$ cat config.mk
export PLATFORM = sky130hd
export DESIGN_NAME = pong_control_flat
export DESIGN_NICKNAME = d
export VERILOG_FILES = /design/src/rtl/pong_control_if.sv /design/src/rtl/pong_control.sv /design/src/flat_wrapper.sv
export SDC_FILE = /design/constraint.sdc
export NUM_CORES = 1
export LEC_CHECK = 0
export CAP_MARGIN = 10
export CORE_UTILIZATION = 50
export DETAILED_ROUTE_END_ITERATION = 7
export PLACE_DENSITY_LB_ADDON = 0.08
export SLEW_MARGIN = 20
export SYNTH_ARGS = -nofsm -noshare
export SYNTH_HDL_FRONTEND = slang
export SYNTH_SLANG_ARGS = --single-unit
$ cat constraint.sdc
create_clock -name clk -period 2.8 [get_ports clk]
set_clock_uncertainty 0.1 [all_clocks]
set_input_delay 0.56 -clock clk [delete_from_list [all_inputs] [get_ports clk]]
set_output_delay 0.56 -clock clk [all_outputs]
set_load 0.01 [all_outputs]
$ cat src/rtl/pong_control_if.sv
// Control bus between pong_control and the keyboard/start logic and Pong datapath.
// The master side is the sequencer. The slave side drives the inputs and consumes the strobes.
interface pong_control_if;
    logic       start;
    logic       gameover;
    logic       menu;
    logic       reset_delta;
    logic       set_up_clear_screen;
    logic       set_up_left_pad;
    logic       set_up_right_pad;
    logic       set_up_ball;
    logic       clear_screen;
    logic       draw_left_pad;
    logic       draw_right_pad;
    logic       draw_ball;
    logic       move_pads;
    logic       move_ball;
    logic       plot;
    logic [3:0] state;

    modport master (
        input  start, gameover,
        output menu, reset_delta,
        output set_up_clear_screen, set_up_left_pad, set_up_right_pad, set_up_ball,
        output clear_screen, draw_left_pad, draw_right_pad, draw_ball,
        output move_pads, move_ball, plot, state
    );

    modport slave (
        output start, gameover,
        input  menu, reset_delta,
        input  set_up_clear_screen, set_up_left_pad, set_up_right_pad, set_up_ball,
        input  clear_screen, draw_left_pad, draw_right_pad, draw_ball,
        input  move_pads, move_ball, plot, state
    );
endinterface

$ cat src/rtl/pong_control.sv
// Top-level Moore FSM for VGA Pong. It sequences the clear, draw and move strobes
// for the datapath, generates the VGA plot enable, and holds frame ticks until they are consumed.
module pong_control #(
    parameter int CLEAR_PIXELS = 19200,
    parameter int PAD_PIXELS   = 32,
    parameter int BALL_PIXELS  = 16,
    parameter int FRAME_DIV    = 833333
) (
    input  logic           clk,
    input  logic           resetn,
    pong_control_if.master bus
);

    typedef enum logic [3:0] {
        S_MENU     = 4'd0,
        S_MENU_REL = 4'd1,
        S_CLR_SU   = 4'd2,
        S_CLR      = 4'd3,
        S_LP_SU    = 4'd4,
        S_LP       = 4'd5,
        S_RP_SU    = 4'd6,
        S_RP       = 4'd7,
        S_BL_SU    = 4'd8,
        S_BL       = 4'd9,
        S_WAIT     = 4'd10,
        S_MOVE     = 4'd11,
        S_SETTLE   = 4'd12,
        S_OVER     = 4'd13,
        S_OVER_REL = 4'd14
    } state_t;

    localparam int FRAME_W = (FRAME_DIV > 2) ? $clog2(FRAME_DIV) : 1;

    localparam logic [14:0]        CLR_LAST   = 15'(CLEAR_PIXELS - 1);
    localparam logic [14:0]        PAD_LAST   = 15'(PAD_PIXELS - 1);
    localparam logic [14:0]        BALL_LAST  = 15'(BALL_PIXELS - 1);
    localparam logic [FRAME_W-1:0] FRAME_LAST = FRAME_W'(FRAME_DIV - 1);

    // The set-up and draw phases appear in the same order: clear, left pad, right pad, ball.
    localparam state_t SU_STATES   [4] = '{S_CLR_SU, S_LP_SU, S_RP_SU, S_BL_SU};
    localparam state_t DRAW_STATES [4] = '{S_CLR,    S_LP,    S_RP,    S_BL};

    state_t             state_reg, state_next;
    logic [14:0]        pix_cnt_reg, pix_cnt_next;
    logic [FRAME_W-1:0] frame_cnt_reg;
    logic               frame_pending_reg;
    logic               plot_reg;
    logic               frame_tc;
    logic               consume;
    logic [3:0]         su_hit;
    logic [3:0]         draw_hit;
    logic               drawing;

    genvar gi;
    generate
        for (gi = 0; gi < 4; gi++) begin : g_phase
            assign su_hit[gi]   = (state_reg == SU_STATES[gi]);
            assign draw_hit[gi] = (state_reg == DRAW_STATES[gi]);
        end
    endgenerate

    assign drawing  = |draw_hit;
    assign frame_tc = (frame_cnt_reg == FRAME_LAST);

    always_ff @(posedge clk or negedge resetn) begin
        if (!resetn) begin
            state_reg         <= S_MENU;
            pix_cnt_reg       <= '0;
            frame_cnt_reg     <= '0;
            frame_pending_reg <= 1'b0;
            plot_reg          <= 1'b0;
        end else begin
            state_reg         <= state_next;
            pix_cnt_reg       <= pix_cnt_next;
            frame_cnt_reg     <= frame_tc ? '0 : frame_cnt_reg + FRAME_W'(1);
            // A new tick wins over a same-cycle consume, so no tick is ever dropped.
            frame_pending_reg <= frame_tc | (frame_pending_reg & ~consume);
            // Delayed one cycle to line up with the datapath's registered x/y.
            plot_reg          <= drawing;
        end
    end

    always_comb begin
        state_next   = state_reg;
        pix_cnt_next = pix_cnt_reg;
        consume      = 1'b0;
        case (state_reg)
            S_MENU:     if (bus.start)  state_next = S_MENU_REL;
            S_MENU_REL: if (!bus.start) state_next = S_CLR_SU;
            S_CLR_SU: begin
                pix_cnt_next = '0;
                state_next   = S_CLR;
            end
            S_CLR: begin
                if (pix_cnt_reg == CLR_LAST) state_next   = S_LP_SU;
                else                         pix_cnt_next = pix_cnt_reg + 15'd1;
            end
            S_LP_SU: begin
                pix_cnt_next = '0;
                state_next   = S_LP;
            end
            S_LP: begin
                if (pix_cnt_reg == PAD_LAST) state_next   = S_RP_SU;
                else                         pix_cnt_next = pix_cnt_reg + 15'd1;
            end
            S_RP_SU: begin
                pix_cnt_next = '0;
                state_next   = S_RP;
            end
            S_RP: begin
                if (pix_cnt_reg == PAD_LAST) state_next   = S_BL_SU;
                else                         pix_cnt_next = pix_cnt_reg + 15'd1;
            end
            S_BL_SU: begin
                pix_cnt_next = '0;
                state_next   = S_BL;
            end
            S_BL: begin
                if (pix_cnt_reg == BALL_LAST) state_next   = S_WAIT;
                else                          pix_cnt_next = pix_cnt_reg + 15'd1;
            end
            S_WAIT: begin
                if (frame_pending_reg) begin
                    consume    = 1'b1;
                    state_next = S_MOVE;
                end
            end
            S_MOVE:     state_next = S_SETTLE;
            // gameover is sampled one cycle after MOVE so it reflects the updated scores.
            S_SETTLE:   state_next = bus.gameover ? S_OVER : S_CLR_SU;
            S_OVER:     if (bus.start)  state_next = S_OVER_REL;
            S_OVER_REL: if (!bus.start) state_next = S_MENU;
            default:    state_next = S_MENU;
        endcase
    end

    assign bus.menu                = (state_reg == S_MENU) || (state_reg == S_MENU_REL);
    assign bus.reset_delta         = |su_hit;
    assign bus.set_up_clear_screen = su_hit[0];
    assign bus.set_up_left_pad     = su_hit[1];
    assign bus.set_up_right_pad    = su_hit[2];
    assign bus.set_up_ball         = su_hit[3];
    assign bus.clear_screen        = draw_hit[0];
    assign bus.draw_left_pad       = draw_hit[1];
    assign bus.draw_right_pad      = draw_hit[2];
    assign bus.draw_ball           = draw_hit[3];
    assign bus.move_pads           = (state_reg == S_MOVE);
    assign bus.move_ball           = (state_reg == S_MOVE);
    assign bus.plot                = plot_reg;
    assign bus.state               = state_reg;

endmodule
$ cat src/flat_wrapper.sv
// flat-port wrapper written by rule: the top's interface ports become plain ports
module pong_control_flat 
#(
    parameter int CLEAR_PIXELS = 19200,
    parameter int PAD_PIXELS   = 32,
    parameter int BALL_PIXELS  = 16,
    parameter int FRAME_DIV    = 833333
)
  (clk, resetn, bus_start, bus_gameover, bus_menu, bus_reset_delta, bus_set_up_clear_screen, bus_set_up_left_pad, bus_set_up_right_pad, bus_set_up_ball, bus_clear_screen, bus_draw_left_pad, bus_draw_right_pad, bus_draw_ball, bus_move_pads, bus_move_ball, bus_plot, bus_state);
  pong_control_if bus_i ();
  input  logic clk;
  input  logic resetn;
  input wire logic [$bits(bus_i.start)-1:0] bus_start;
  input wire logic [$bits(bus_i.gameover)-1:0] bus_gameover;
  output wire logic [$bits(bus_i.menu)-1:0] bus_menu;
  output wire logic [$bits(bus_i.reset_delta)-1:0] bus_reset_delta;
  output wire logic [$bits(bus_i.set_up_clear_screen)-1:0] bus_set_up_clear_screen;
  output wire logic [$bits(bus_i.set_up_left_pad)-1:0] bus_set_up_left_pad;
  output wire logic [$bits(bus_i.set_up_right_pad)-1:0] bus_set_up_right_pad;
  output wire logic [$bits(bus_i.set_up_ball)-1:0] bus_set_up_ball;
  output wire logic [$bits(bus_i.clear_screen)-1:0] bus_clear_screen;
  output wire logic [$bits(bus_i.draw_left_pad)-1:0] bus_draw_left_pad;
  output wire logic [$bits(bus_i.draw_right_pad)-1:0] bus_draw_right_pad;
  output wire logic [$bits(bus_i.draw_ball)-1:0] bus_draw_ball;
  output wire logic [$bits(bus_i.move_pads)-1:0] bus_move_pads;
  output wire logic [$bits(bus_i.move_ball)-1:0] bus_move_ball;
  output wire logic [$bits(bus_i.plot)-1:0] bus_plot;
  output wire logic [$bits(bus_i.state)-1:0] bus_state;
  assign bus_i.start = bus_start;
  assign bus_i.gameover = bus_gameover;
  assign bus_menu = bus_i.menu;
  assign bus_reset_delta = bus_i.reset_delta;
  assign bus_set_up_clear_screen = bus_i.set_up_clear_screen;
  assign bus_set_up_left_pad = bus_i.set_up_left_pad;
  assign bus_set_up_right_pad = bus_i.set_up_right_pad;
  assign bus_set_up_ball = bus_i.set_up_ball;
  assign bus_clear_screen = bus_i.clear_screen;
  assign bus_draw_left_pad = bus_i.draw_left_pad;
  assign bus_draw_right_pad = bus_i.draw_right_pad;
  assign bus_draw_ball = bus_i.draw_ball;
  assign bus_move_pads = bus_i.move_pads;
  assign bus_move_ball = bus_i.move_ball;
  assign bus_plot = bus_i.plot;
  assign bus_state = bus_i.state;
  pong_control #(.CLEAR_PIXELS(CLEAR_PIXELS), .PAD_PIXELS(PAD_PIXELS), .BALL_PIXELS(BALL_PIXELS), .FRAME_DIV(FRAME_DIV)) u_core (.clk(clk), .resetn(resetn), .bus(bus_i));
endmodule
==> run_results.csv <==
group,metric,value,unit
run_status,outcome,"finished with violations",
run_status,failed_checks,"DRC",
layout,antenna_fix_cells,0,
clock_tree,cts_buf_count,5,
sta,worst_pin_slew,485.6,ps
sta,drv_slew,0,
critical_path,critical_path.n_buffers_inverters,3,
yosys,synth_area_in_xor_xnor,8.249,%
sta,hold_violations,0,
clock_tree,cts-htree-levels,2,
yosys,synth_cell_types,49,
global_routing,grt_pass1_vias,1724,
sta,max_freq,378.9,MHz
yosys,synth_most_common_cell,"sky130_fd_sc_hd__dfrtp_1",
sta,fin_ws,161.1,ps
layout,syn_to_final_growth,14.90,%
critical_path,criticalPathCategory,"flip-flop to output pin",
yosys,ys_dominant_reg_cell,"sky130_fd_sc_hd__dfrtp_1",
flow_run,maxCapViolCount,0,
yosys,synthArstFlopShare,100.0,%
critical_path,worst_flop_to_flop_path_endpoint,"u_core.pix_cnt_reg[4]$_DFFE_PN0P_",
yosys,largest_family_of_logic_cells_by_synthesized_area,"simple AND/OR/NAND/NOR gates",
sta,setup_viol,0,
critical_path,worst_path_max_delay_cell,"sky130_fd_sc_hd__clkdlybuf4s50_1",
yosys,synth-edff-count,0,
clock_tree,clkSlewWorstSetupHoldPaths,80,ps
critical_path,critPathLaunchType,"flip-flop",
clock_tree,tritoncts,"yes",
yosys,yosys-mux-area-fraction,1.916,%
pwr,switching_power,0.8584,mW
floorplanning,floorplan.rows,24,
clock_tree,worstSkewPairLatency,290,ps
critical_path,r2r_setup_slack,550,ps
yosys,fraction_of_the_mapped_netlist_area_in_compound_gates,13.09,%
clock_tree,cts_sinks,41,
routing,initialDrtViolationCount,141,
floorplanning,design.core.area,4444,um^2
sta,finalCriticalPeriod,2639,ps
layout,largest_register_ff_count,20,
critical_path,critical_path.cell_chain,"inv_1 > xnor2_4 > nand2_1 > inv_1 > clkdlybuf4s50_1",
yosys,yosys.area_share.simple,27.20,%
layout,layout_cells_sized_above_1,9.963,%
layout,finalNonFillerCells,323,
placed_design,dpl.cell_count,316,
critical_path,cp_data_arrival_time,1980,ps
global_routing,grt_max_degree,22,
yosys,postSynthCellCount,249,
yosys,seq_area_frac_synth,43.64,%
global_routing,grt_first_pass_wirelength,8397,um
yosys,synth_seq_cells,41,
yosys,syn_nets,256,
pwr,power_switching_share,37.56,%
pwr,seqPwrFrac,32.1,%
critical_path,end_kind,"output pin",
critical_path,crit_top_cell,"sky130_fd_sc_hd__inv_1",
global_routing,grt_util_all_layers,21.39,%
layout,fill_cells,397,
critical_path,cp_max_fo,11,
critical_path,cp_slowest_stage_delay,540,ps
routing,ant_nets,0,
yosys,post_synth.cell_area_avg,9.442,um^2
pwr,intPower,1.427,mW
critical_path,r2r-start,"u_core.pix_cnt_reg[0]$_DFFE_PN0P_",
clock_tree,ctsHoldBuffers,0,
floorplanning,dieArea,4980,um^2
routing,detail_route.drc_violations,14,
layout,postLayoutCoreUtil,60.78,%
floorplanning,die-width,70.57,um
pwr,leakagePower,1.157,nW
floorplanning,floorplan.initialDensity,52.90,%
placed_design,finalWeightedCongestion,0.8115,
floorplanning,io-pin-count,21,
critical_path,timing.critical_path.required,2140,ps
yosys,share_of_synthesized_cell_area_in_full_adder_half_adder_and_majority_cells,1.597,%
sta,timing.final.crit_share,94.25,%
critical_path,reg2reg_depth,7,
clock_tree,clk_root_buffer_cell,"sky130_fd_sc_hd__clkbuf_8",
yosys,synth_area_leaders,"sky130_fd_sc_hd__dfrtp_1, sky130_fd_sc_hd__nor2_1, sky130_fd_sc_hd__xor2_1",
floorplanning,floorplan.die.height,70.57,um
yosys,post_synth_instance_area,2351,um^2
hold_path,min_path_type,"input pin to async pin",
critical_path,critical-path-top-delay-family,"buffers and inverters",
pwr,pwr-share-clk,20.0,%
clock_tree,cts.path.max_buffers,2,
yosys,synth_largest_type_area_fraction,43.64,%
routing,drt-total-wl,4823,um
sta,grt_setup_unrepaired,"no",
pwr,maximum_vdd_drop,0.3488,mV
routing,num_vias,1909,
sta,totalNegativeSetupSlack,0,ps
routing,average_routed_wire_per_standard_cell,14.93,um
sta,timing.slew.headroom,67.62,%
placed_design,port_buffers,20,
yosys,synthesis.yosys.warnings,0,
placed_design,detailedPlace.worstSlack,370.9,ps
layout,final_nets,278,
placed_design,hpwl,3426,um
global_routing,grt_remaining_overflow,0,
pwr,power_density,846.0,nW/um^2
yosys,yosys_top_cell_by_area,"sky130_fd_sc_hd__dfrtp_1",
routing,vias_per_cell,5.910,
yosys,synth.cells.most_frequent,"sky130_fd_sc_hd__dfrtp_1, sky130_fd_sc_hd__nor2_1, sky130_fd_sc_hd__nand2_1, sky130_fd_sc_hd__nand3_1, sky130_fd_sc_hd__o21ai_0",
pwr,pwr-share-comb,48.0,%
routing,drt_pass1_iterations,6,
global_routing,number_of_antenna_violations_at_the_first_check_in_global_routing,0,
## layer usage
layer | up-vias | global-route usage, % | routed length [um]
met5 | - | 0 | 0
met2 | 45 | 30.53 | 2067
met1 | 913 | 33.40 | 2496
met3 | 3 | 4.416 | 237
li1 | 948 | - | -
met4 | 0 | 5.333 | 21
## worst reg2reg max path: cells and delay by family (launching register included)
kind                     cells  cell delay (ps)
adder cells (fa/ha/maj)      1              250
AND/OR/NAND/NOR              3              890
buffers and inverters        1              210
flip-flops                   1              410
AO/OA/AOI/OAI                2              320
## metrics by stage
| stage | hold WS [ps] | area, um^2 | total power, mW |
|---|---|---|---|
| after detailed placement | 371.2 | 2596 | 1.839 |
| final | 120.5 | 2701 | 2.285 |
| after CTS | 133.7 | 2700 | 2.307 |
| after global routing | 157.1 | 2701 | 2.454 |
| after floorplan | 164.4 | 2351 | 1.499 |
| after global placement | 377.8 | 2596 | 1.834 |
## layout by cell type, fill, tap and decap left out, drive strengths merged, types with 4 or more instances in the layout
cell            n
a21oi          10
and3            7
and4            6
buf             8
clkbuf          5
clkdlybuf4s50  19
dfrtp          41
inv             9
mux2            4
nand2          16
nand3          15
nand4           8
nor2           28
nor2b           4
nor3            4
o21ai          14
o31ai           8
or3             4
or4             7
xnor2          10
xor2           10
## area by class of cell
| class | count | area (um^2) | share of cell area [%] |
|---|---|---|---|
| multi-input cells | 187 | 1224 | 45.30 |
| flip-flops and latches | 41 | 1027 | 38.03 |
| repair buffers | 27 | 247.7 | 9.171 |
| clock buffers | 5 | 68.82 | 2.547 |
| well taps | 52 | 65.06 | 2.409 |
| clock inverters | 2 | 35.03 | 1.297 |
| inverters | 9 | 33.78 | 1.251 |
## timing repair
action / in CTS / in global routing
buffers inserted: 0 / 0
setup endpoints to repair: 0 / 1
resized for setup: 0 / 1
## power groups by stage
stage	sequential, mW	clock (mW)	combinational (mW)
2_1_floorplan	0.729	0	0.770
3_3_place_gp	0.742	0	1.09
3_5_place_dp	0.743	0	1.10
4_1_cts	0.731	0.471	1.10
5_1_grt	0.746	0.497	1.21
6_report	0.733	0.457	1.10
## worst max-delay path by stage
stage | startpoint | to | slack (ps) | cells past startpoint
6_report | u_core.bus.state[3]$_DFFE_PN0P_ | bus_reset_delta | 160 | 5
5_1_grt | u_core.bus.state[3]$_DFFE_PN0P_ | bus_reset_delta | 40 | 5
4_1_cts | u_core.bus.state[3]$_DFFE_PN0P_ | bus_reset_delta | 40 | 5
3_5_place_dp | u_core.bus.state[3]$_DFFE_PN0P_ | bus_reset_delta | 370 | 5
3_3_place_gp | u_core.bus.state[3]$_DFFE_PN0P_ | bus_reset_delta | 440 | 5
2_1_floorplan | u_core.bus.state[3]$_DFFE_PN0P_ | bus_reset_delta | 620 | 6
## logic make-up after synthesis
logic type | Yosys count
XOR/XNOR | 20
AND/OR/NAND/NOR | 115
AO/OA/AOI/OAI | 45
flip-flops | 41
multiplexers | 4
adder cells (fa/ha/maj) | 3
buffers and inverters | 21
Note: power is estimated with default switching activity, not from simulation.
